`src/rtl/def.sv`:
```
// def: shared memory-bus request/response types plus arbiter state and master ids.
package def;
    localparam logic MEMREQ_READ  = 1'b0;
    localparam logic MEMREQ_WRITE = 1'b1;

    typedef struct packed {
        logic        mode;
        logic [31:0] addr;
        logic [3:0]  wstrb;
        logic [31:0] wdata;
    } memreq;

    typedef struct packed {
        logic [31:0] data;
    } memresp;

    typedef enum logic {IDLE, WAIT_RESP} arb_state_t;

    localparam logic MASTER_FETCH = 1'b0;
    localparam logic MASTER_DATA  = 1'b1;
endpackage

```
`src/rtl/mem_req_slot.sv`:
```
// mem_req_slot: single-entry request holder; a capture on a full slot is dropped and flagged.
module mem_req_slot
    import def::*;
(
    input  logic  clk,
    input  logic  rstn,
    input  logic  capture,
    input  memreq req_in,
    input  logic  clear,
    output logic  valid,
    output memreq req,
    output logic  overrun
);
    // clear-then-set: a capture coinciding with the clear is accepted
    always_comb overrun = capture && valid && !clear;

    always_ff @(posedge clk or negedge rstn) begin
        if (!rstn) begin
            valid <= 1'b0;
            req   <= '0;
        end else begin
            if (capture && !overrun) req <= req_in;
            valid <= capture || (valid && !clear);
        end
    end
endmodule

```
`src/rtl/mem_bus_arbiter.sv`:
```
// mem_bus_arbiter: round-robin arbiter serialising fetch and mem-stage requests onto one slave
// bus with a single outstanding transaction and an optional response timeout.
module mem_bus_arbiter
    import def::*;
#(
    parameter int TIMEOUT  = 0,
    parameter int TO_WIDTH = 16
) (
    input  logic   clk,
    input  logic   rstn,
    input  logic   f_request_enable,
    input  memreq  f_request,
    output logic   f_response_enable,
    output memresp f_response,
    input  logic   d_request_enable,
    input  memreq  d_request,
    output logic   d_response_enable,
    output memresp d_response,
    output logic   m_request_enable,
    output memreq  m_request,
    input  logic   m_response_enable,
    input  memresp m_response,
    output logic   busy,
    output logic   err
);
    localparam logic [TO_WIDTH-1:0] TO_LAST = TO_WIDTH'(TIMEOUT - 1);

    arb_state_t          state, state_n;
    logic                owner, last_grant;
    logic [TO_WIDTH-1:0] to_cnt, to_cnt_n;
    logic                f_valid, d_valid, f_over, d_over;
    memreq               f_slot, d_slot;
    logic                grant_d, grant_f, timed_out, done, f_clear, d_clear;
    memresp              resp_data;

    mem_req_slot u_f_slot (
        .clk(clk), .rstn(rstn), .capture(f_request_enable), .req_in(f_request),
        .clear(f_clear), .valid(f_valid), .req(f_slot), .overrun(f_over)
    );

    mem_req_slot u_d_slot (
        .clk(clk), .rstn(rstn), .capture(d_request_enable), .req_in(d_request),
        .clear(d_clear), .valid(d_valid), .req(d_slot), .overrun(d_over)
    );

    always_comb begin
        timed_out = TIMEOUT != 0 && state == WAIT_RESP && to_cnt == TO_LAST && !m_response_enable;
        done      = state == WAIT_RESP && (m_response_enable || timed_out);
        f_clear   = done && owner == MASTER_FETCH;
        d_clear   = done && owner == MASTER_DATA;
        grant_d   = state == IDLE && d_valid && (!f_valid || last_grant == MASTER_FETCH);
        grant_f   = state == IDLE && f_valid && !grant_d;
        state_n   = (grant_d || grant_f) ? WAIT_RESP : done ? IDLE : state;
        to_cnt_n  = (state == WAIT_RESP && !done) ? to_cnt + 1'b1 : '0;
        resp_data = m_response_enable ? m_response : '0;
    end

    always_ff @(posedge clk or negedge rstn) begin
        if (!rstn) begin
            state  <= IDLE;
            to_cnt <= '0;
        end else begin
            state  <= state_n;
            to_cnt <= to_cnt_n;
        end
    end

    always_ff @(posedge clk or negedge rstn) begin
        if (!rstn) begin
            owner             <= MASTER_FETCH;
            last_grant        <= MASTER_FETCH;
            m_request_enable  <= 1'b0;
            m_request         <= '0;
            f_response_enable <= 1'b0;
            f_response        <= '0;
            d_response_enable <= 1'b0;
            d_response        <= '0;
            err               <= 1'b0;
        end else begin
            m_request_enable <= grant_d || grant_f;
            if (grant_d || grant_f) begin
                m_request  <= grant_d ? d_slot : f_slot;
                owner      <= grant_d ? MASTER_DATA : MASTER_FETCH;
                last_grant <= grant_d ? MASTER_DATA : MASTER_FETCH;
            end
            f_response_enable <= f_clear;
            d_response_enable <= d_clear;
            if (f_clear) f_response <= resp_data;
            if (d_clear) d_response <= resp_data;
            err <= err || f_over || d_over || timed_out || (state == IDLE && m_response_enable);
        end
    end

    assign busy = state == WAIT_RESP;
endmodule

```
`config.mk`:
```
export PLATFORM = sky130hd
export DESIGN_NAME = mem_bus_arbiter
export DESIGN_NICKNAME = d
export VERILOG_FILES = /design/src/rtl/def.sv /design/src/rtl/mem_req_slot.sv /design/src/rtl/mem_bus_arbiter.sv
export SDC_FILE = /design/constraint.sdc
export NUM_CORES = 1
export LEC_CHECK = 0
export CAP_MARGIN = 0
export CELL_PAD_IN_SITES_DETAIL_PLACEMENT = 1
export CELL_PAD_IN_SITES_GLOBAL_PLACEMENT = 1
export CORE_MARGIN = 4
export CORE_UTILIZATION = 30
export DETAILED_ROUTE_END_ITERATION = 7
export PLACE_DENSITY_LB_ADDON = 0.1
export SETUP_SLACK_MARGIN = 0.4
export SLEW_MARGIN = 25
export SYNTH_ARGS = -nofsm -noshare
export SYNTH_HDL_FRONTEND = slang
export SYNTH_SLANG_ARGS = --single-unit
```
`constraint.sdc`:
```
create_clock -name clk -period 1.8 [get_ports clk]
set_input_delay 0.36 -clock clk [delete_from_list [all_inputs] [get_ports clk]]
set_output_delay 0.36 -clock clk [all_outputs]
set_load 0.01 [all_outputs]
```
# After elaboration in Yosys (flattened, before gate mapping)
# Cells that the tools add are included.
[totals]
ff_bits = 279
latchBits = 0
mem_bits_rw = 0
rom_bits = 0
output_inout_bits = 138
elab_cells = 59
memories = 0
[op_classes]
n_addsub = 0
n_mul = 0
div = 0
magnitude_cmp = 0
n_eq_ne = 0
shift = 0
n_mux = 5
bitwise = 2
n_reduce_logical = 30
[ops]
columns = ["operator", "count"]
rows = [
  ["$mux W69", 1],
  ["$mux W32", 1],
  ["$logic_and A1 B1 Y1", 16],
  ["$logic_or A1 B1 Y1", 7],
  ["$logic_not A1 Y1", 6],
  ["$mux W1", 3],
  ["$not A1 Y1", 2],
  ["$reduce_bool A2 Y1", 1],
]

# Longest topological paths before layout
# Gate-level depths: netlist of run 1.
[logic_depth]
depth_word = 7
depth_mapped = 7

# By module
# Synthesis of run 1 repeated with hierarchy kept, for this count alone.
[unflattened]
hier_cells = 860
area_unflattened_um2 = 11541.1
[modules_own_cells]
columns = ["mod", "n_inst", "cells_per_inst", "area_per_inst_um2"]
rows = [
  ["mem_bus_arbiter", 1, 558, 6241.0],
  ["mem_req_slot", 2, 151, 2650.0],
]

# Least setup slack after synthesis of run 1
# Ideal clock, no wire load.
[synth_path]
path_kind = "reg2reg"
start = "register, netlist name last_grant"
end = "register u_f_slot.req[32] (netlist bit)"
setup_ns = 0.127
t_arrival_ns = 1.571
required_time_ns = 1.673
slack_ns = 0.101
path_stages_with_launch = 7
period_less_slack_ns = 1.699
path_cell_list = "dfrtp_1 > nand3b_1 > buf_4 > a21boi_2 > buf_4 > buf_6 > mux2_1"
[synth_rtl]
columns = ["item", "line", "source"]
rows = [
  ["end signal: assignment", "mem_req_slot.sv:22", "if (capture && !overrun) req <= req_in;"],
  ["end: declaration", "mem_req_slot.sv:11", "output memreq req,"],
]

# Worst setup path in the final report of run 1
[layout_path]
start = "register state, in the netlist busy"
end = "register m_request[37] (netlist bit)"
[layout_between]
elab_chain_cells = 6
word_cells_on_any_way = 8
classes_between = "mux (1); bitwise (1); reduce/logical (6)"
[layout_lines]
columns = ["item", "line", "source"]
rows = [
  ["start: declaration", "mem_bus_arbiter.sv:28", "arb_state_t state, state_n;"],
  ["start signal: assignment", "mem_bus_arbiter.sv:63", "state <= state_n;"],
  ["$not A1 Y1 (*)", "mem_bus_arbiter.sv:51, mem_bus_arbiter.sv:52", ""],
  ["$logic_and A1 B1 Y1 (2 in a row)", "mem_bus_arbiter.sv:51", "grant_d = state == IDLE && d_valid && (!f_valid || last_grant == MASTER_FETCH);"],
  ["$logic_not A1 Y1", "mem_bus_arbiter.sv:52", "grant_f = state == IDLE && f_valid && !grant_d;"],
  ["$logic_and A1 B1 Y1", "mem_bus_arbiter.sv:52", ""],
  ["$logic_or A1 B1 Y1", "mem_bus_arbiter.sv:81", "if (grant_d || grant_f) begin"],
  ["end signal: assignment", "mem_bus_arbiter.sv:82", "m_request <= grant_d ? d_slot : f_slot;"],
  ["end: declaration", "mem_bus_arbiter.sv:20", "output memreq m_request,"],
]
# Mark *: on every way between the ends. The rest lies on a longest branch, timed or not.
# A chain may end at the register's enable or synchronous reset.

==> impl_metrics.yaml, run 1 <==
sta:
  timing.slew.headroom: 0.673
  final-max-slew-violation-count: 0
  post-route-min-period_ps: 1650
  holdWs_ps: 361
  max_slew.worst_pin.slew_ps: 491
  timing_hold_violations_final: 0
  final.setup_skew_ps: 17.3
  final-setup-viol-count: 0
  fin_crit_sh: 0.917
  setup_slack_ps: 149
  clock.fmax_ghz: 0.606
  setup_repair_after_global_routing_missed_its_margin: "yes"
floorplan:
  fp.dieH_um: 203
  core_um2: 37600
  ios: 313
  std_cell_rows: 71
  start_util: 0.303
  die_area_um2: 41100
  die_width_um: 203
placed_design:
  place_worst_setup_slack_ps: -302
  hpwl_um: 25000
  portBuffers: 312
  gp_congestion: 0.748
  dp.cells: 1645
drt:
  detail_route.drc_violations: 0
  drt_iter0_markers: 418
  drtAntennaViolNets: 0
  drt_wl_total_um: 48000
  detail_route.wl_per_cell_um: 26.4
  detail_route.vias_per_cell: 5.12
  detail_route.first_pass.iterations: 4
  vias: 9303
yosys:
  yosys.cell_types.count: 27
  mapped_area_um2: 11400
  ys.flop_type: "sky130_fd_sc_hd__dfrtp_1"
  synth_seq_cells: 279
  postSynthCellCount: 859
  synthesis.area_per_instance_um2: 13.3
  ys_seq_area_frac: 0.613
  synth-edff-count: 0
  share_of_synthesized_flip_flops_with_an_asynchronous_set_or_reset: 1.00
  synthesis.yosys.warnings: 0
  synth_fp_nets: 1034
worst_setup_path:
  worst-r2r-cell-count: 6
  critPathMostFrequentCell: "sky130_fd_sc_hd__clkbuf_16"
  worst_path_max_delay_cell: "sky130_fd_sc_hd__dfrtp_2"
  worst-endpoint-arrival_ps: 2080
  timing.rr.end: "m_request[37]$_DFFE_PN0P_"
  crit_family: "compound AO/OA/AOI/OAI gates"
  worstSetupStartpointType: "flip-flop"
  setup.reg_to_reg.worst_slack_ps: 150
  highest_cell_delay_on_the_worst_timing_path_ps: 440
  crit_path_end_kind: "flip-flop"
  timing.rr.start: "busy$_DFFE_PN0P_"
  worstPathMaxFanout: 7
  worstSetupPathType: "reg2reg"
  critical_path_buf_inv_count: 3
  timing.critical_path.cells: "buf_6, o21ba_4, clkbuf_16, clkbuf_16, nor2_1, a31oi_1"
  required_time_of_the_worst_setup_path_ps: 2230
final_layout:
  layout_commonest_cell: "sky130_fd_sc_hd__dfrtp_1"
  multiInputGateArea_um2: 4580
  fin_util: 0.490
  ff_latch_area_um2: 6990
  stdcell_count: 1816
  most-common-layout-cells: "276 x sky130_fd_sc_hd__dfrtp_1, 192 x sky130_fd_sc_hd__mux2_2, 173 x sky130_fd_sc_hd__clkdlybuf4s50_1"
  layout.nets: 1458
  nFillCells: 3784
  flow.area_growth_from_synthesis_pct: 61.7
  drive_gt1_frac: 0.473
pwr:
  power_frac_clock: 0.190
  power.switching_mw: 13.6
  design_power_total_mw: 37.4
  power.internal_mw: 23.8
  maximum_vdd_ir_drop_uv: 835
  power.density_cell_area_nw_per_um2: 2030
  portion_of_total_power_attributed_to_combinational_logic: 0.504
  total_leakage_power_nw: 7.60
  switching_share: 0.364
  seq_power_share: 0.306
clock_network:
  clkTransAtPathRegs_ps: 60
  cts_num_sinks: 279
  cts_root_buffer: "sky130_fd_sc_hd__clkbuf_16"
  tritoncts: "built"
  max-clock-path-buffers: 3
  htree_levels: 2
  clk_latency_ps: 520
  tritoncts.num_buffers: 35
global_route:
  grt_pass1_wl_um: 58600
  grt_start_max_net_pins: 74
  antenna_found_initial: 10
  grt_remaining_overflow: 0
  track_usage: 0.181
  first_global_vias: 9408
worst_hold_path:
  worstHoldPathType: "in2async"
flow_run:
  maxCapViolations: 0
run_status:
  outcome: "completed"
==> registers in the layout (all words and copies together) (netlist names) <==
signal and cells:
m_request 69, u_d_slot.req 69, u_f_slot.req 69, d_response 32, f_response 32, busy 1, d_response_enable 1, err 1
f_response_enable 1, last_grant 1, m_request_enable 1, u_d_slot.valid 1, u_f_slot.valid 1
==> layer usage <==
| layer | global-route usage | part of all wire | wire length, um |
|---|---|---|---|
| met1 | 0.235 | 0.43 | 20700 |
| met5 | 0 | 0.0019 | 90 |
| met3 | 0.0573 | 0.065 | 3140 |
| met2 | 0.297 | 0.48 | 22800 |
| met4 | 0.0453 | 0.025 | 1190 |
==> area by class of cell <==
cell class,count,area share
inverter,5,0.00129
tap,511,0.0347
clock buffer,50,0.0562
multi-input combinational,495,0.249
clock inverter,7,0.00598
sequential,279,0.380
timing repair buffer,467,0.273
antenna,2,0.000272
==> worst max path at each step <==
| stage | from | to | cells after the start |
|---|---|---|---|
| 6_report | busy$_DFFE_PN0P_ | m_request[37]$_DFFE_PN0P_ | 6 |
| 5_1_grt | busy$_DFFE_PN0P_ | m_request[37]$_DFFE_PN0P_ | 6 |
| 4_1_cts | last_grant$_DFFE_PN0P_ | u_f_slot.req[43]$_DFFE_PN0P_ | 5 |
| 3_5_place_dp | m_response_enable | u_f_slot.req[48]$_DFFE_PN0P_ | 6 |
| 3_3_place_gp | m_response_enable | u_f_slot.req[53]$_DFFE_PN0P_ | 6 |
| 2_1_floorplan | last_grant$_DFFE_PN0P_ | u_f_slot.req[34]$_DFFE_PN0P_ | 6 |
==> power groups by stage <==
stage	clock network (mW)	logic [mW]	registers, mW
final	7.10	18.8	11.4
after global routing	7.61	20.0	11.9
after CTS	7.29	12.8	11.3
after global placement	0	13.0	11.2
after floorplan	0	6.30	11.6
after detailed placement	0	13.1	11.4
==> logic make-up (layout without fill, tap and decap cells) <==
logic type | Yosys count | count (layout) | synth area share
DFF | 279 | 279 | 0.613
AOI/OAI and AO/OA | 215 | 215 | 0.127
muxes | 202 | 202 | 0.200
buffers and inverters | 86 | 529 | 0.0326
and+or+nand+nor | 77 | 78 | 0.0270
other | 0 | 2 | 0
==> per-stage QoR <==
| step | area (um2) | TNS, ps |
|---|---|---|
| final | 18400 | 0 |
| after global routing | 18400 | 0 |
| after CTS | 16400 | 0 |
| after detailed placement | 15400 | -40240 |
| after global placement | 15400 | -40200 |
| after floorplan | 11500 | 0 |
==> cells in the mapped netlist (2+ instances only) <==
library cell / instances / area, um2
sky130_fd_sc_hd__dfrtp_1: 279 / 6980
sky130_fd_sc_hd__mux2_2: 192 / 2160
sky130_fd_sc_hd__a31oi_1: 69 / 432
sky130_fd_sc_hd__nor2_1: 69 / 259
sky130_fd_sc_hd__o2111ai_1: 69 / 604
sky130_fd_sc_hd__o21ai_0: 69 / 345
sky130_fd_sc_hd__clkbuf_1: 53 / 199
sky130_fd_sc_hd__buf_2: 18 / 90.1
sky130_fd_sc_hd__mux2_1: 10 / 113
sky130_fd_sc_hd__buf_1: 5 / 18.8
sky130_fd_sc_hd__buf_4: 3 / 22.5
sky130_fd_sc_hd__nand3_1: 3 / 15.0
sky130_fd_sc_hd__a21boi_2: 2 / 22.5
sky130_fd_sc_hd__a21o_1: 2 / 15.0
sky130_fd_sc_hd__buf_6: 2 / 22.5
sky130_fd_sc_hd__inv_1: 2 / 7.51
sky130_fd_sc_hd__inv_2: 2 / 7.51
==> worst register-to-register path: cells and delay by family, from the launching register on <==
family	cells	cell delay [ps]
DFF	1	440
and+or+nand+nor	1	50
buffers and inverters	3	520
AOI/OAI and AO/OA	2	560
==> what timing repair did <==
| action | in CTS | in global routing |
|---|---|---|
| cloned | 0 | 43 |
| buffers inserted | 22 | 46 |
| endpoints found under the hold margin | 34 | 0 |
| setup endpoints to repair | 399 | 413 |
| gates resized for setup | 636 | 187 |
| pin swaps | 1 | 12 |
| hold buffers | 1 | 0 |
Power figures use the tool's default switching activity.
==> run 2: changes to the inputs <==
CORE_MARGIN = 2   (was 4)
==> run 2 against run 1 <==
  * Fmax fell by 4.7%
  * Core utilization decreased by 1.2 points
  * Clock skew shrank 2.6 ps
  * Clock-buffer cell count increased by 3
  * Critical path depth is 1 higher
  * Via count decreased by 2.1%
  * Critical endpoint is now u_d_slot.req[14]$_DFFE_PN0P_
  * Highest routed layer unchanged
==> impl_metrics.yaml, run 2 (synthesized netlist as in run 1, its figures left out) <==
run_status:
  outcome: "completed"
placed_design:
  postPlaceCellArea_um2: 15300
  portBuffers: 312
  hpwl_um: 23700
  gp_congestion: 0.722
  place_worst_setup_slack_ps: -323
  dp.cells: 1637
global_route:
  grt_remaining_overflow: 0
  gr-usage-met2: 0.309
  grt_start_max_net_pins: 61
  grt_pass1_wl_um: 57000
  grt.met1_usage: 0.254
  groute.layer.met3.usage: 0.0471
  first_global_vias: 9029
  gr-max-usage-layer: "met2"
  track_usage: 0.191
  antenna_found_initial: 6
clock_network:
  htree_levels: 2
  max-clock-path-buffers: 3
  clkTransAtPathRegs_ps: 60
  tritoncts.num_buffers: 34
  cts_num_sinks: 279
  tritoncts: "built"
  clk_latency_ps: 510
  cts_root_buffer: "sky130_fd_sc_hd__clkbuf_16"
final_layout:
  final_area_um2: 17900
  stdcell_count: 1794
  fin_util: 0.477
  drive_gt1_frac: 0.461
  multiInputGateArea_um2: 4350
  flow.area_growth_from_synthesis_pct: 57.2
  layout.nets: 1433
  nFillCells: 3838
  top_regs: "m_request: 69 flops, u_d_slot.req: 69 flops, u_f_slot.req: 69 flops"
  ff_latch_area_um2: 6990
  most-common-layout-cells: "276 x sky130_fd_sc_hd__dfrtp_1, 183 x sky130_fd_sc_hd__mux2_2, 173 x sky130_fd_sc_hd__clkdlybuf4s50_1"
  layout_commonest_cell: "sky130_fd_sc_hd__dfrtp_1"
sta:
  final_layout_setup_total_negative_slack_ps: 0
  max_slew.worst_pin.slew_ps: 372
  post-route-min-period_ps: 1730
  final.setup_skew_ps: 14.6
  holdWs_ps: 325
  timing_hold_violations_final: 0
  clock.fmax_ghz: 0.578
  setup_repair_after_global_routing_missed_its_margin: "yes"
  final-setup-viol-count: 0
  final-max-slew-violation-count: 0
  timing.slew.headroom: 0.752
  fin_crit_sh: 0.962
  setup_slack_ps: 68.7
drt:
  drt_wl_total_um: 44900
  detail_route.drc_violations: 0
  detail_route.wl_per_cell_um: 25.0
  drtAntennaViolNets: 0
  detail_route.first_pass.iterations: 7
  detail_route.vias_per_cell: 5.07
  drt_iter0_markers: 306
  vias: 9104
worst_setup_path:
  timing.critical_path.cells: "buf_4, nand3_2, a21boi_4, buf_12, buf_4, buf_8, mux2_2"
  critical_path_buf_inv_count: 4
  worstPathMaxFanout: 10
  crit_path_end_kind: "flip-flop"
  worst-endpoint-arrival_ps: 2130
  worstSetupStartpointType: "flip-flop"
  worstSetupPathType: "reg2reg"
  worst_path_max_delay_cell: "sky130_fd_sc_hd__dfrtp_1"
  critPathMostFrequentCell: "sky130_fd_sc_hd__buf_4"
  required_time_of_the_worst_setup_path_ps: 2200
  crit_family: "buffers and inverters"
  highest_cell_delay_on_the_worst_timing_path_ps: 340
floorplan:
  core_um2: 37500
  fp.dieH_um: 199
  std_cell_rows: 71
  ios: 313
  start_util: 0.304
  die_area_um2: 39500
  die_width_um: 199
pwr:
  power.density_cell_area_nw_per_um2: 1960
  design_power_total_mw: 35.1
  maximum_vdd_ir_drop_uv: 792
  total_leakage_power_nw: 7.49
flow_run:
  maxCapViolations: 0
worst_hold_path:
  worstHoldPathType: "in2async"
[run 2: changes by cell type in the layout (fill, tap and decap cells not counted), moves of 7 or more]
cell	delta
sky130_fd_sc_hd__buf_4	-17
sky130_fd_sc_hd__buf_6	-7
sky130_fd_sc_hd__nor2_2	-12
sky130_fd_sc_hd__o21ai_2	+40
sky130_fd_sc_hd__a31oi_1	+16
sky130_fd_sc_hd__nor2_4	-20
sky130_fd_sc_hd__o21ai_0	-40
sky130_fd_sc_hd__nor2_1	+32
sky130_fd_sc_hd__a31oi_4	-15
sky130_fd_sc_hd__buf_2	+9
sky130_fd_sc_hd__mux2_2	-9
sky130_fd_sc_hd__mux2_4	+16
sky130_fd_sc_hd__mux2_1	-7
[run 2: worst paths after layout]
kind	from	to	slack [ps]	cells past startpoint
max reg2reg	last_grant$_DFFE_PN0P_	u_d_slot.req[14]$_DFFE_PN0P_	70	7
min reg2reg	d_response[30]$_DFFE_PN0P_	d_response[30]$_DFFE_PN0P_	500	1
max	last_grant$_DFFE_PN0P_	u_d_slot.req[14]$_DFFE_PN0P_	70	7
min in group clk	d_request[34]	u_d_slot.req[34]$_DFFE_PN0P_	450	2
min	rstn	d_response[18]$_DFFE_PN0P_	330	2
max in group asynchronous	rstn	m_request[1]$_DFFE_PN0P_	820	3
[run 2: worst reg2reg max path, delay by kind of cell (launching register included)]
kind	cells	cell delay, ps
AOI/OAI and AO/OA	1	200
buffers and inverters	4	600
DFF	1	340
muxes	1	330
and+or+nand+nor	1	130
[run 2: repair_timing]
| action | in CTS | in global routing |
|---|---|---|
| endpoints found under the setup margin | 404 | 409 |
| hold buffers | 1 | 0 |
| resized for setup | 634 | 194 |
| pin swaps | 1 | 34 |
| hold endpoints to repair | 31 | 0 |
| setup buffers | 26 | 34 |
| gates cloned | 5 | 30 |
[run 2: final cells by class]
class | count | area share
flip-flops and latches | 279 | 0.391
repair inverters | 1 | 0.000909
repair buffers | 443 | 0.262
inverters | 5 | 0.00189
well taps | 511 | 0.0357
clock buffers | 53 | 0.0607
multi-input cells | 494 | 0.243
diodes | 2 | 0.000280
clock inverters | 6 | 0.00462
[run 2: where the power goes]
part	total [mW]	internal, mW	switching [mW]
Combinational	16.4	8.66	7.78
Sequential	11.5	9.54	1.97
Clock	7.12	4.42	2.70
Total	35.1	22.6	12.5
[run 2: per-layer routing]
layer,vias to the layer above,share of wire
li1,4045,-
met1,4740,0.44
met2,237,0.48
met3,72,0.052
met4,10,0.018
met5,-,0.0016
